## src/rtl/arb4_way16.sv

```systemverilog
// -----------------------------------------------------------------------------
// arb4_way16 -- four-requester round-robin arbiter feeding a one-entry,
// full-throughput output buffer.
//
// Ports
//   clk        : single clock, all state updates on its rising edge
//   reset      : asynchronous, active-high reset
//   in_a..in_d : 16-bit data words from requesters 0..3
//   req        : per-requester request, req[i] pairs with word i
//   grant      : one-hot, combinational; grant[i]=1 means word i is taken now
//   out        : registered output word
//   sel        : registered index of the requester whose word is in out
//   out_valid  : out/sel hold a word not yet accepted downstream
//   out_ready  : downstream accepts out when out_valid && out_ready at an edge
// -----------------------------------------------------------------------------
module arb4_way16 (
  input  logic        clk,
  input  logic        reset,
  input  logic [15:0] in_a,
  input  logic [15:0] in_b,
  input  logic [15:0] in_c,
  input  logic [15:0] in_d,
  input  logic [3:0]  req,
  output logic [3:0]  grant,
  output logic [15:0] out,
  output logic [1:0]  sel,
  output logic        out_valid,
  input  logic        out_ready
);

  typedef enum logic {
    EMPTY = 1'b0,
    FULL  = 1'b1
  } state_t;

  state_t      state_q, state_d;
  logic [15:0] out_q, out_d;
  logic [1:0]  sel_q, sel_d;
  logic [1:0]  last_q, last_d;

  logic        can_accept;
  logic        win_found;
  logic [1:0]  win_idx;
  logic [1:0]  probe;
  logic [15:0] win_word;
  logic        take;

  // A draining buffer can be refilled on the same edge, so the slot is
  // available whenever it is empty or its current word is leaving.
  assign can_accept = (state_q == EMPTY) || out_ready;

  // Round-robin search: probe last+1, last+2, last+3 and finally last itself;
  // the 2-bit addition provides the 3->0 wrap for free.
  // NOTE: every variable written in a combinational block gets a default
  // assignment at the top so no path leaves it unassigned (no latch).
  always_comb begin
    win_found = 1'b0;
    win_idx   = last_q;
    probe     = last_q;
    for (int k = 1; k <= 4; k++) begin
      probe = last_q + 2'(k);
      if (!win_found && req[probe]) begin
        win_found = 1'b1;
        win_idx   = probe;
      end
    end
  end

  // Grant is forced low during reset so nothing is taken while state is
  // being cleared.
  assign take  = !reset && can_accept && win_found;
  assign grant = take ? (4'b0001 << win_idx) : 4'b0000;

  always_comb begin
    case (win_idx)
      2'd0:    win_word = in_a;
      2'd1:    win_word = in_b;
      2'd2:    win_word = in_c;
      default: win_word = in_d;
    endcase
  end

  always_comb begin
    state_d = state_q;
    out_d   = out_q;
    sel_d   = sel_q;
    last_d  = last_q;
    if (take) begin
      // Covers both EMPTY fill and FULL drain-and-refill.
      state_d = FULL;
      out_d   = win_word;
      sel_d   = win_idx;
      last_d  = win_idx;
    end else if (state_q == FULL && out_ready) begin
      // Word leaves with nothing behind it; out/sel keep their last values.
      state_d = EMPTY;
    end
  end

  // last resets to 3 so requester 0 has first priority after reset.
  // NOTE: sequential state uses non-blocking assignments so every register
  // samples the pre-edge values regardless of statement order.
  always_ff @(posedge clk or posedge reset) begin
    if (reset) begin
      state_q <= EMPTY;
      out_q   <= 16'h0000;
      sel_q   <= 2'd0;
      last_q  <= 2'd3;
    end else begin
      state_q <= state_d;
      out_q   <= out_d;
      sel_q   <= sel_d;
      last_q  <= last_d;
    end
  end

  assign out       = out_q;
  assign sel       = sel_q;
  assign out_valid = (state_q == FULL);

endmodule

```

## config.mk

```make
export PLATFORM = sky130hd
export DESIGN_NAME = arb4_way16
export DESIGN_NICKNAME = d
export VERILOG_FILES = /design/src/rtl/arb4_way16.sv
export SDC_FILE = /design/constraint.sdc
export NUM_CORES = 1
export LEC_CHECK = 0
export CAP_MARGIN = 20
export CELL_PAD_IN_SITES_DETAIL_PLACEMENT = 0
export CELL_PAD_IN_SITES_GLOBAL_PLACEMENT = 2
export CORE_MARGIN = 2
export CORE_UTILIZATION = 21
export DETAILED_ROUTE_END_ITERATION = 6
export PLACE_DENSITY = 0.85
export SETUP_SLACK_MARGIN = 0.5
export SLEW_MARGIN = 0
export SYNTH_ARGS = -nofsm -noshare
export SYNTH_HDL_FRONTEND = slang
export SYNTH_SLANG_ARGS = --single-unit
```

## constraint.sdc

```tcl
create_clock -name clk -period 4.5 [get_ports clk]
set_input_delay 0.45 -clock clk [delete_from_list [all_inputs] [get_ports clk]]
set_output_delay 0.45 -clock clk [all_outputs]
set_load 0.03 [all_outputs]
```

# After elaboration in Yosys (flattened, before gate mapping)
# Index checks and enable logic that the tools add are counted.
[totals]
wordCells = 48
register_bits = 21
out_inout_bits = 23
inputBits = 71
[op_classes]
shift = 1
n_eq_ne = 2
muxes = 20
n_lt_le_gt_ge = 4
bitwise_logic = 1
reduce_logical = 13
n_addsub = 3
[ops]
columns = ["op", "count"]
rows = [
  ["$pmux W16 S3", 1],
  ["$lt A2 B3 Y1 const B", 4],
  ["$mux W1", 10],
  ["$bmux W1 S2", 4],
  ["$mux W2", 4],
  ["$logic_and A1 B1 Y1", 6],
  ["$add A2 B2 Y2 const B", 2],
  ["$logic_not A1 Y1", 4],
  ["$mux W4", 1],
  ["$shl A1 B2 Y4 const A", 1],
  ["$add A2 B1 Y2 const B", 1],
  ["$eq A2 B1 Y1 const B", 1],
  ["$eq A2 B2 Y1 const B", 1],
  ["$logic_not A2 Y1", 1],
  ["$reduce_bool A2 Y1", 1],
  ["$logic_or A1 B1 Y1", 1],
  ["$not A1 Y1", 1],
]

# Logic depth before layout (Yosys ltp)
# Gate-level depths: netlist of the first run.
[depth]
ltp_word = 15
mapped_depth = 7

# Least setup slack after synthesis of the first run
# No wires, ideal clock.
[synth_path]
kind = "register to output"
from = "reg state_q (netlist: out_valid)"
to = "out grant[0]"
path_buffers = 1
setup_slack_ns = 1.859
arrival_time_ns = 2.191
required_ns = 4.050
stages_incl_launch_ff = 6
cell_sequence = "dfrtp_1 -> nor2b_1 -> nor3_4 -> o211ai_1 -> buf_2 -> nor4_1"
[synth_between]
elab_chain_len = 5
[synth_rtl]
columns = ["element", "line", "rtl"]
rows = [
  ["from (decl)", "36", "state_t state_q, state_d;"],
  ["from (signal assigned)", "110", "state_q <= state_d;"],
  ["$not A1 Y1", "50", "assign can_accept = (state_q == EMPTY) || out_ready;"],
  ["$logic_or A1 B1 Y1", "50", ""],
  ["$logic_and A1 B1 Y1 (2 in a row)", "71", "assign take = !reset && can_accept && win_found;"],
  ["$mux W4", "72", "assign grant = take ? (4'b0001 << win_idx) : 4'b0000;"],
  ["to (decl)", "24", "output logic [3:0] grant,"],
]
# No other way between the ends.

# Worst setup path after layout of the first run
[layout_path]
from = "in req[0]"
to = "out grant[1]"
[layout_between]
elab_chain_len = 14
elab_cells_between_ends = 25
cone_classes = "shift (1); mux (17); reduce/logical (7)"
[layout_rtl]
columns = ["element", "line", "rtl"]
rows = [
  ["from (decl)", "23", "input logic [3:0] req,"],
  ["$bmux W1 S2", "62", "if (!win_found && req[probe]) begin"],
  ["$mux W1 (implied by the code)", "62", ""],
  ["$mux W1", "62", ""],
  ["$logic_not A1 Y1", "62", ""],
  ["$logic_and A1 B1 Y1", "62", ""],
  ["$mux W1", "62", ""],
  ["$logic_not A1 Y1", "62", ""],
  ["$logic_and A1 B1 Y1", "62", ""],
  ["$mux W1", "62", ""],
  ["$logic_not A1 Y1", "62", ""],
  ["$logic_and A1 B1 Y1", "62", ""],
  ["$mux W2 / $mux W1 (equally long branches)", "62", ""],
  ["$shl A1 B2 Y4 / $logic_and A1 B1 Y1 (equally long branches)", "72, 71", ""],
  ["$mux W4 *", "72", ""],
]
# Mark *: on every way between the ends. The rest lies on a longest branch, timed or not. The select of a mux whose other input is x is not followed.

==> results of run 1 <==
metal layers:
layer,routed length (µm),vias to the layer above
met4,39,0
met5,0,-
met3,296,2
li1,-,818
met2,2850,48
met1,2450,739
state kept, by name, indices dropped and copies added (netlist names):
name,flops
out,16
out_valid,1
last_q,2
sel,2
through the flow:
stage / hold WS [ps] / total power [W]
2_1_floorplan: 425 / 0.000726
3_3_place_gp: 478 / 0.000998
3_5_place_dp: 485 / 0.00100
4_1_cts: 504 / 0.00114
5_1_grt: 519 / 0.00120
6_report: 499 / 0.00112
worst max-delay path by stage:
stage / to / slack (ps) / cells after the start
2_1_floorplan: grant[0] / 1860 / 5
3_3_place_gp: grant[1] / 980 / 8
3_5_place_dp: grant[1] / 930 / 8
4_1_cts: grant[1] / 920 / 8
5_1_grt: grant[1] / 810 / 8
6_report: grant[1] / 940 / 8
critical path, delay by kind of cell:
kind            cells  cell delay (ps)
buf+inv             4             1740
simple gates        3              740
compound gates      1              170
cells in the mapped netlist:
| master | instances | area (µm²) |
|---|---|---|
| buf_2 | 7 | 35.0 |
| buf_1 | 1 | 3.75 |
| o31ai_1 | 16 | 120 |
| o21ai_0 | 2 | 10.0 |
| nor3_4 | 2 | 32.5 |
| dfstp_2 | 2 | 52.6 |
| a21oi_2 | 1 | 8.76 |
| nor2b_1 | 3 | 18.8 |
| nor3b_2 | 1 | 12.5 |
| o21a_1 | 3 | 22.5 |
| buf_4 | 1 | 7.51 |
| clkbuf_1 | 5 | 18.8 |
| nand4_1 | 16 | 100 |
| o21bai_1 | 1 | 7.51 |
| inv_1 | 1 | 3.75 |
| nor2_1 | 5 | 18.8 |
| buf_6 | 2 | 22.5 |
| a21oi_1 | 2 | 10.0 |
| nor4_2 | 1 | 12.5 |
| or3_1 | 1 | 6.26 |
| a21o_1 | 17 | 128 |
| and3_1 | 1 | 6.26 |
| dfrtp_1 | 19 | 475 |
| nand2_1 | 17 | 63.8 |
| nor4_1 | 1 | 6.26 |
| nand2b_1 | 2 | 12.5 |
| o211ai_1 | 17 | 128 |
| mux2i_1 | 16 | 160 |
| or3b_1 | 1 | 8.76 |
| o21ai_1 | 2 | 10.0 |
power by group through the flow:
| stage | combinational (W) | clock (W) | sequential [W] |
|---|---|---|---|
| finish | 0.000682 | 0.000128 | 0.000312 |
| global route | 0.000732 | 0.000142 | 0.000324 |
| CTS | 0.000690 | 0.000133 | 0.000314 |
| detailed placement | 0.000688 | 0 | 0.000316 |
| global placement | 0.000684 | 0 | 0.000314 |
| floorplan | 0.000282 | 0 | 0.000444 |
layout make-up:
type,count,share of cell area (%)
multi-input cells,128,34.8
repair buffers,101,38.2
flip-flops and latches,21,20.3
well taps,99,4.77
clock buffers,4,1.74
inverters,1,0.145
kinds of logic after synthesis:
group / after synthesis
mux: 16
flops: 21
simple gates: 51
buf+inv: 17
compound gates: 61
==> impl_metrics.ini, run 1 <==
[power_and_ir_drop]
leakage_nw = 1.03
ir_drop_v = 0.000141
clkPwrFrac_pct = 11.4
swShare_pct = 43.1
power_switching_w = 0.000484
power.internal_w = 0.000638
seqPwrFrac_pct = 27.8
pwr_density_cell_nw_per_um2 = 433
pwr-share-comb_pct = 60.8

[yosys]
synth_cell_type_count = 30
synth_compound_area_share_pct = 29.2
synth_nets = 237
syn_area_per_cell_um2 = 9.17
synth_mux_area_share_pct = 10.5
yosys.area_share.simple_pct = 19.6
synth_top_family_by_area = compound AO/OA/AOI/OAI gates
ys_seq_area_share_pct = 34.7
synthCells = 166
netlist_area_um2 = 1520
ys_ff_latch = 21
synthAdderAreaFrac_pct = 0
synth_xor_area_share_pct = 0
ys_warn_count = 0

[critical_path]
cp_data_required_time_ps = 4050
crit_slowest_cell = clkdlybuf4s50_1
r2r_slack_ps = 2100
endpoint_kind = output port
critPathKind = primary input to output port
r2r_cells = 7
r2r-start = last_q[0]
critPathLaunchType = primary input
crit_chain = clkdlybuf4s50_1 -> nor2b_1 -> o21a_1 -> buf_4 -> nor3_4 -> buf_4 -> nor2_1 -> clkdlybuf4s50_1
cp.arrival_ps = 3110
cp_max_fo = 18
crit_start = req[0]
max_stage_delay_ps = 600
r2r-end = out[9]

[routing]
first_pass_iters = 4
drt_iter0_drc = 65
vias_per_cell = 4.54
ant_nets = 0
wl_mm = 5.64
wl_per_cell_um = 15.9
vias = 1607
drc = 0

[place]
place_inst = 350
gp_congestion = 0.729
place_area_um2 = 2550
port-buffer-count = 93
place_hpwl_mm = 4.16
dp_slack_ps = 928

[layout]
drive_gt1_share_pct = 7.06
final_core_util_pct = 36.4
diodes = 0
fin_area_um2 = 2590
area_delta_synth_final_pct = 70.4
regArea_um2 = 528
fillers = 765
fin_cells = 354
layout_common_cells = 93 x clkdlybuf4s50_1, 19 x dfrtp_1, 17 x nand2_1, 17 x a21o_1, 17 x o211ai_1
multi_input_area_um2 = 903
final_common_cell = clkdlybuf4s50_1
nNetsFinal = 327

[die]
dieArea_um2 = 7950
ios = 94
core.rowCount = 31
fp.dieH_um = 89.2
dieWidth_um = 89.2
core-area_um2 = 7140
start_util_pct = 21.3

[sta]
tightest_slew_ps = 851
finalSetupTns_ps = 0
slew_violations = 0
maxSlewHeadroom_pct = 43.2
fin_crit_sh_pct = 79.1
setup_viol = 0
layout_setup_ws_ps = 941
rsz0062_at_grt = no
period_needed_ps = 3560
hold_viol = 0
fmax_mhz = 281
fin_skew_ps = 2.37

[global_route]
grt_pass1_vias = 1714
grt.overflow.total = 0
use_met2_pct = 25.7
grt_util_met1_pct = 17.2
grt_pass1_wl_mm = 8.60
use_met3_pct = 2.31
grt_use_total_pct = 14.1
grt_busiest_layer = met2
grt_max_degree = 22
grt_antenna_before_repair = 0

[clock_network]
numCtsBuffers = 3
cts_tree = built
clk_latency_ps = 260
cts.sinks = 21
holdBufCountCts = 0
clockBufferDepth = 2
cts-root-buf = clkbuf_8
post_cts_buffers = 0
clk_pin_slew_ps = 80
ctsHtreeMaxLevel = 1
cts_resized = 0

[hold_path]
hold_depth = 2
hold_end = out[8]
hp-start = out[8]
hold_path_class = register to register

[flow_run]
maxCapViolCount = 0

[status]
status = completed
Power figures use the tool's default switching activity.
==> inputs of run 2 (changes only) <==
--- a/config.mk
+++ b/config.mk
@@ -9,9 +9,9 @@
 export CELL_PAD_IN_SITES_DETAIL_PLACEMENT = 0
 export CELL_PAD_IN_SITES_GLOBAL_PLACEMENT = 2
 export CORE_MARGIN = 2
-export CORE_UTILIZATION = 21
+export CORE_UTILIZATION = 18
 export DETAILED_ROUTE_END_ITERATION = 6
-export PLACE_DENSITY = 0.85
+export PLACE_DENSITY = 0.78
 export SETUP_SLACK_MARGIN = 0.5
 export SLEW_MARGIN = 0
 export SYNTH_ARGS = -nofsm -noshare
==> constraint.sdc (replaced) <==
create_clock -name clk -period 2.9 [get_ports clk]
set_input_delay 0.29 -clock clk [delete_from_list [all_inputs] [get_ports clk]]
set_output_delay 0.29 -clock clk [all_outputs]
set_load 0.03 [all_outputs]
==> run 2 against run 1 <==
  * Flip-flop and latch count unchanged
  * Final cell count grew 3.1%
  * Design area is 1.5% higher
  * First-iteration DRC count decreased by 7.7%
  * Worst setup slack got worse by 310 ps
  * Total power grew 58%
  * Clock skew grew 5.5 ps
  * Routed wire length rose by 4.9%
  * Via count up 5.0%
  * Critical path depth down 1
  * Global-route usage fell by 0.92 points
  * Non-clock buffer count grew 5
==> impl_metrics.ini, run 2 (same netlist as run 1, synthesis figures left out) <==
[routing]
wl_per_cell_um = 16.2
first_pass_iters = 6
vias_per_cell = 4.62
drc = 0
drt_iter0_drc = 60
wl_mm = 5.91
vias = 1688
ant_nets = 0

[layout]
layout_common_cells = 89 x clkdlybuf4s50_1, 19 x dfrtp_1, 17 x nand2_1, 17 x a21o_1, 17 x o211ai_1
regArea_um2 = 528
nNetsFinal = 332
final_common_cell = clkdlybuf4s50_1
drive_gt1_share_pct = 11.2
largest_reg_flops = 16
fillers = 886
area_delta_synth_final_pct = 73.0
multi_input_area_um2 = 910
diodes = 0
fin_area_um2 = 2630

[critical_path]
critPathTopFamily = buffers and inverters
crit_chain = clkdlybuf4s50_1 -> nor2b_1 -> o21a_1 -> nor3_4 -> buf_6 -> and3_1 -> buf_4
critPathLaunchType = primary input
max_stage_delay_ps = 570
critPathKind = primary input to output port
endpoint_kind = output port
worst-path-buf-inv = 3
cp_max_fo = 9
crit_slowest_cell = clkdlybuf4s50_1
r2r_slack_ps = 920
cp_data_required_time_ps = 2610
cp.arrival_ps = 1980

[sta]
fin_skew_ps = 7.86
layout_setup_ws_ps = 628
finalSetupTns_ps = 0
maxSlewHeadroom_pct = 40.3
period_needed_ps = 2270
slew_violations = 0
rsz0062_at_grt = no
fin_crit_sh_pct = 78.4
setup_viol = 0
fmax_mhz = 440
whs_ps = 504
tightest_slew_ps = 894
hold_viol = 0

[power_and_ir_drop]
clkPwrFrac_pct = 11.6
pwr-share-comb_pct = 61.3
seqPwrFrac_pct = 27.2
power_switching_w = 0.000775
power.internal_w = 0.00100
swShare_pct = 43.6
leakage_nw = 1.06
ir_drop_v = 0.000309
pwr_density_cell_nw_per_um2 = 675

[global_route]
grt.overflow.total = 0
grt_pass1_wl_mm = 9.24
grt_antenna_before_repair = 0
use_met3_pct = 3.37
grt_busiest_layer = met2
grt_util_met1_pct = 16.2
use_met2_pct = 23.9
grt_max_degree = 22
grt_pass1_vias = 1753
grt_use_total_pct = 13.2

[die]
core-area_um2 = 8220
start_util_pct = 18.5
fp.dieH_um = 96.0
dieWidth_um = 96.0
ios = 94
dieArea_um2 = 9210
core.rowCount = 33

[clock_network]
clockBufferDepth = 2
numCtsBuffers = 3
cts-root-buf = clkbuf_8
cts.sinks = 21
cts_tree = built
ctsHtreeMaxLevel = 1
clk_pin_slew_ps = 80
clk_latency_ps = 270

[place]
port-buffer-count = 93
place_hpwl_mm = 4.38
gp_congestion = 0.842
place_area_um2 = 2580
dp_slack_ps = 56.3

[status]
status = completed

[hold_path]
hold_path_class = register to register

[flow_run]
maxCapViolCount = 0
==> run 2: cell types whose count changed in the layout (fill, tap and decap cells not counted), sizes merged <==
cell,before,now
buf,8,14
clkbuf,4,6
clkdlybuf4s50,93,89
clkinv,0,1
==> run 2: path summary, 6_finish.rpt <==
check                          start         to  cells past startpoint
max                           req[0]   grant[2]                      7
min                          out[11]    out[11]                      2
max reg2reg                last_q[0]     out[1]                      7
min reg2reg                  out[11]    out[11]                      2
max in group asynchronous      reset     out[1]                      2
min in group asynchronous      reset  out_valid                      2
==> run 2: final cells by class <==
class	count	share of cell area, %
Tap cell	105	4.99
Sequential cell	21	20.0
Clock buffer	3	1.57
Timing Repair Buffer	106	38.5
Inverter	1	0.143
Clock inverter	1	0.190
Multi-Input combinational cell	128	34.5
==> run 2: metrics by stage <==
step | utilization, % | power (W) | cells
CTS | 32.0 | 0.00180 | 363
global placement | 31.4 | 0.00158 | 359
global route | 32.1 | 0.00191 | 365
detailed placement | 31.4 | 0.00159 | 359
floorplan | - | 0.00113 | 166
finish | 32.1 | 0.00178 | 365
==> run 2: power by group through the flow <==
stage | registers, W | clock network (W) | logic [W]
after detailed placement | 0.000489 | 0 | 0.00110
after floorplan | 0.000689 | 0 | 0.000439
after global routing | 0.000500 | 0.000234 | 0.00118
final | 0.000483 | 0.000205 | 0.00109
after CTS | 0.000486 | 0.000221 | 0.00110
after global placement | 0.000490 | 0 | 0.00109
==> run 2: metal layers <==
layer | vias up | share of wire, %
met3 | 2 | 7.2
li1 | 823 | -
met5 | - | 0
met4 | 0 | 0.30
met1 | 795 | 44
met2 | 68 | 48
==> run 2: timing repair <==
action / 4_1_cts / 5_1_grt
cloned: 0 / 0
buffers inserted: 0 / 2
pin swaps: 0 / 2
endpoints found under the hold margin: 0 / 0
gates resized for setup: 4 / 7
hold buffers: 0 / 0
setup endpoints to repair: 3 / 4
==> run 2: worst min-delay path: cells and delay by family (launching register included) <==
kind / cells / cell delay (ps)
DFF: 1 / 350
AOI/OAI and AO/OA: 1 / 70
and+or+nand+nor: 1 / 50
==> inputs of run 3 (changes only) <==
--- a/config.mk
+++ b/config.mk
@@ -9,9 +9,9 @@
 export CELL_PAD_IN_SITES_DETAIL_PLACEMENT = 0
 export CELL_PAD_IN_SITES_GLOBAL_PLACEMENT = 2
 export CORE_MARGIN = 2
-export CORE_UTILIZATION = 18
+export CORE_UTILIZATION = 20
 export DETAILED_ROUTE_END_ITERATION = 6
-export PLACE_DENSITY = 0.78
+export PLACE_DENSITY = 0.82
 export SETUP_SLACK_MARGIN = 0.5
 export SLEW_MARGIN = 0
 export SYNTH_ARGS = -nofsm -noshare
==> constraint.sdc (replaced) <==
create_clock -name clk -period 2.17 [get_ports clk]
set_input_delay 0.217 -clock clk [delete_from_list [all_inputs] [get_ports clk]]
set_output_delay 0.217 -clock clk [all_outputs]
set_load 0.03 [all_outputs]
==> run 3 against run 2 <==
  * Via count is 2.8% higher
  * Clock power up 36%
  * Sequential power rose by 34%
  * Register-to-register slack got worse by 620 ps
  * Clock skew shrank 5.0 ps
  * Largest power group unchanged
==> impl_metrics.ini, run 3 (same netlist as run 1, synthesis figures left out) <==
[layout]
regArea_um2 = 529
fillers = 760
drive_gt1_share_pct = 19.0
final_core_util_pct = 39.5
largest_reg_flops = 16
diodes = 0
multi_input_area_um2 = 985
nNetsFinal = 345
area_delta_synth_final_pct = 90.1
layout_common_cells = 85 x clkdlybuf4s50_1, 19 x buf_4, 18 x dfrtp_1
final_common_cell = clkdlybuf4s50_1

[power_and_ir_drop]
pwr_density_cell_nw_per_um2 = 900
leakage_nw = 1.18
ir_drop_v = 0.000328

[die]
dieArea_um2 = 8330
dieWidth_um = 91.3
core.rowCount = 31
core-area_um2 = 7330
ios = 94
fp.dieH_um = 91.3
start_util_pct = 20.8

[flow_run]
maxCapViolCount = 0

[global_route]
grt_antenna_before_repair = 0
grt_pass1_wl_mm = 9.18
grt_use_total_pct = 14.1
grt_max_degree = 18
grt_pass1_vias = 1806
grt.overflow.total = 0

[clock_network]
clockBufferDepth = 2
cts-root-buf = clkbuf_8
cts.sinks = 21
cts_tree = built
clk_latency_ps = 270
ctsHtreeMaxLevel = 1
numCtsBuffers = 3
holdBufCountCts = 0
clk_pin_slew_ps = 90

[critical_path]
cp_data_required_time_ps = 1950
critPathKind = register to output port
cp.arrival_ps = 1770
critPathLaunchType = register
cp_max_fo = 10
endpoint_kind = output port

[place]
place_hpwl_mm = 4.38
gp_congestion = 0.713
port-buffer-count = 93

[sta]
period_needed_ps = 1990
fin_skew_ps = 2.89
setup_viol = 0
finalSetupTns_ps = 0
slew_violations = 0
maxSlewHeadroom_pct = 60.5
tightest_slew_ps = 592
hold_viol = 0
fmax_mhz = 503
fin_crit_sh_pct = 91.6
rsz0062_at_grt = yes

[routing]
first_pass_iters = 4
vias = 1735
wl_mm = 5.88
vias_per_cell = 4.66
drt_iter0_drc = 50
drc = 0
ant_nets = 0
wl_per_cell_um = 15.8

[status]
status = completed

[hold_path]
hold_path_class = primary input to async pin
==> run 3: cell type report <==
cell class	instances	share of cell area (%)
Sequential cell	21	18.3
Clock buffer	4	1.56
Inverter	1	0.130
Multi-Input combinational cell	128	34.0
Tap cell	99	4.28
Timing Repair Buffer	119	41.7
==> run 3: where the power goes <==
group	switching (W)	internal, W
clock network	0.000147	0.000131
registers	0.0000955	0.000553
logic	0.000849	0.000830
==> run 3: layer usage <==
metal	wire (µm)	vias up	track usage, %
met4	34	0	2.65
met2	3040	45	25.6
met3	280	4	2.57
li1	-	858	-
met5	0	-	0
met1	2530	828	17.3
==> run 3: critical path: stages, from the launching register on <==
cell and delay (ps):
dfstp_2 570, nor2b_2 70, o21a_1 220, buf_4 200, nor4_4 270, buf_6 170
==> run 3: what timing repair did <==
action / 4_1_cts / 5_1_grt
setup buffers: 9 / 0
pin swaps: 2 / 0
resized for setup: 13 / 4
endpoints found under the setup margin: 20 / 21
==> run 3: final timing paths <==
kind,from,end,slack (ps),cells after the start
max,last_q[0],grant[0],180,5
min,reset,sel[0],380,3
max reg2reg,last_q[0],out[15],300,8
min reg2reg,out[3],out[3],500,2
max in group asynchronous,reset,last_q[1],1570,3
min in group clk,req[3],out_valid,490,3
==> run 3: stage by stage <==
step / area (µm²) / setup slack, ps / hold slack, ps / instances / power, W
final: 2900 / 183 / 382 / 372 / 0.00260
after global routing: 2900 / 71.7 / 424 / 372 / 0.00277
after CTS: 2880 / 171 / 385 / 372 / 0.00262
after detailed placement: 2710 / 79.9 / 485 / 359 / 0.00220
after global placement: 2710 / 92.6 / 480 / 359 / 0.00218
after floorplan: 1590 / 348 / 192 / 166 / 0.00155
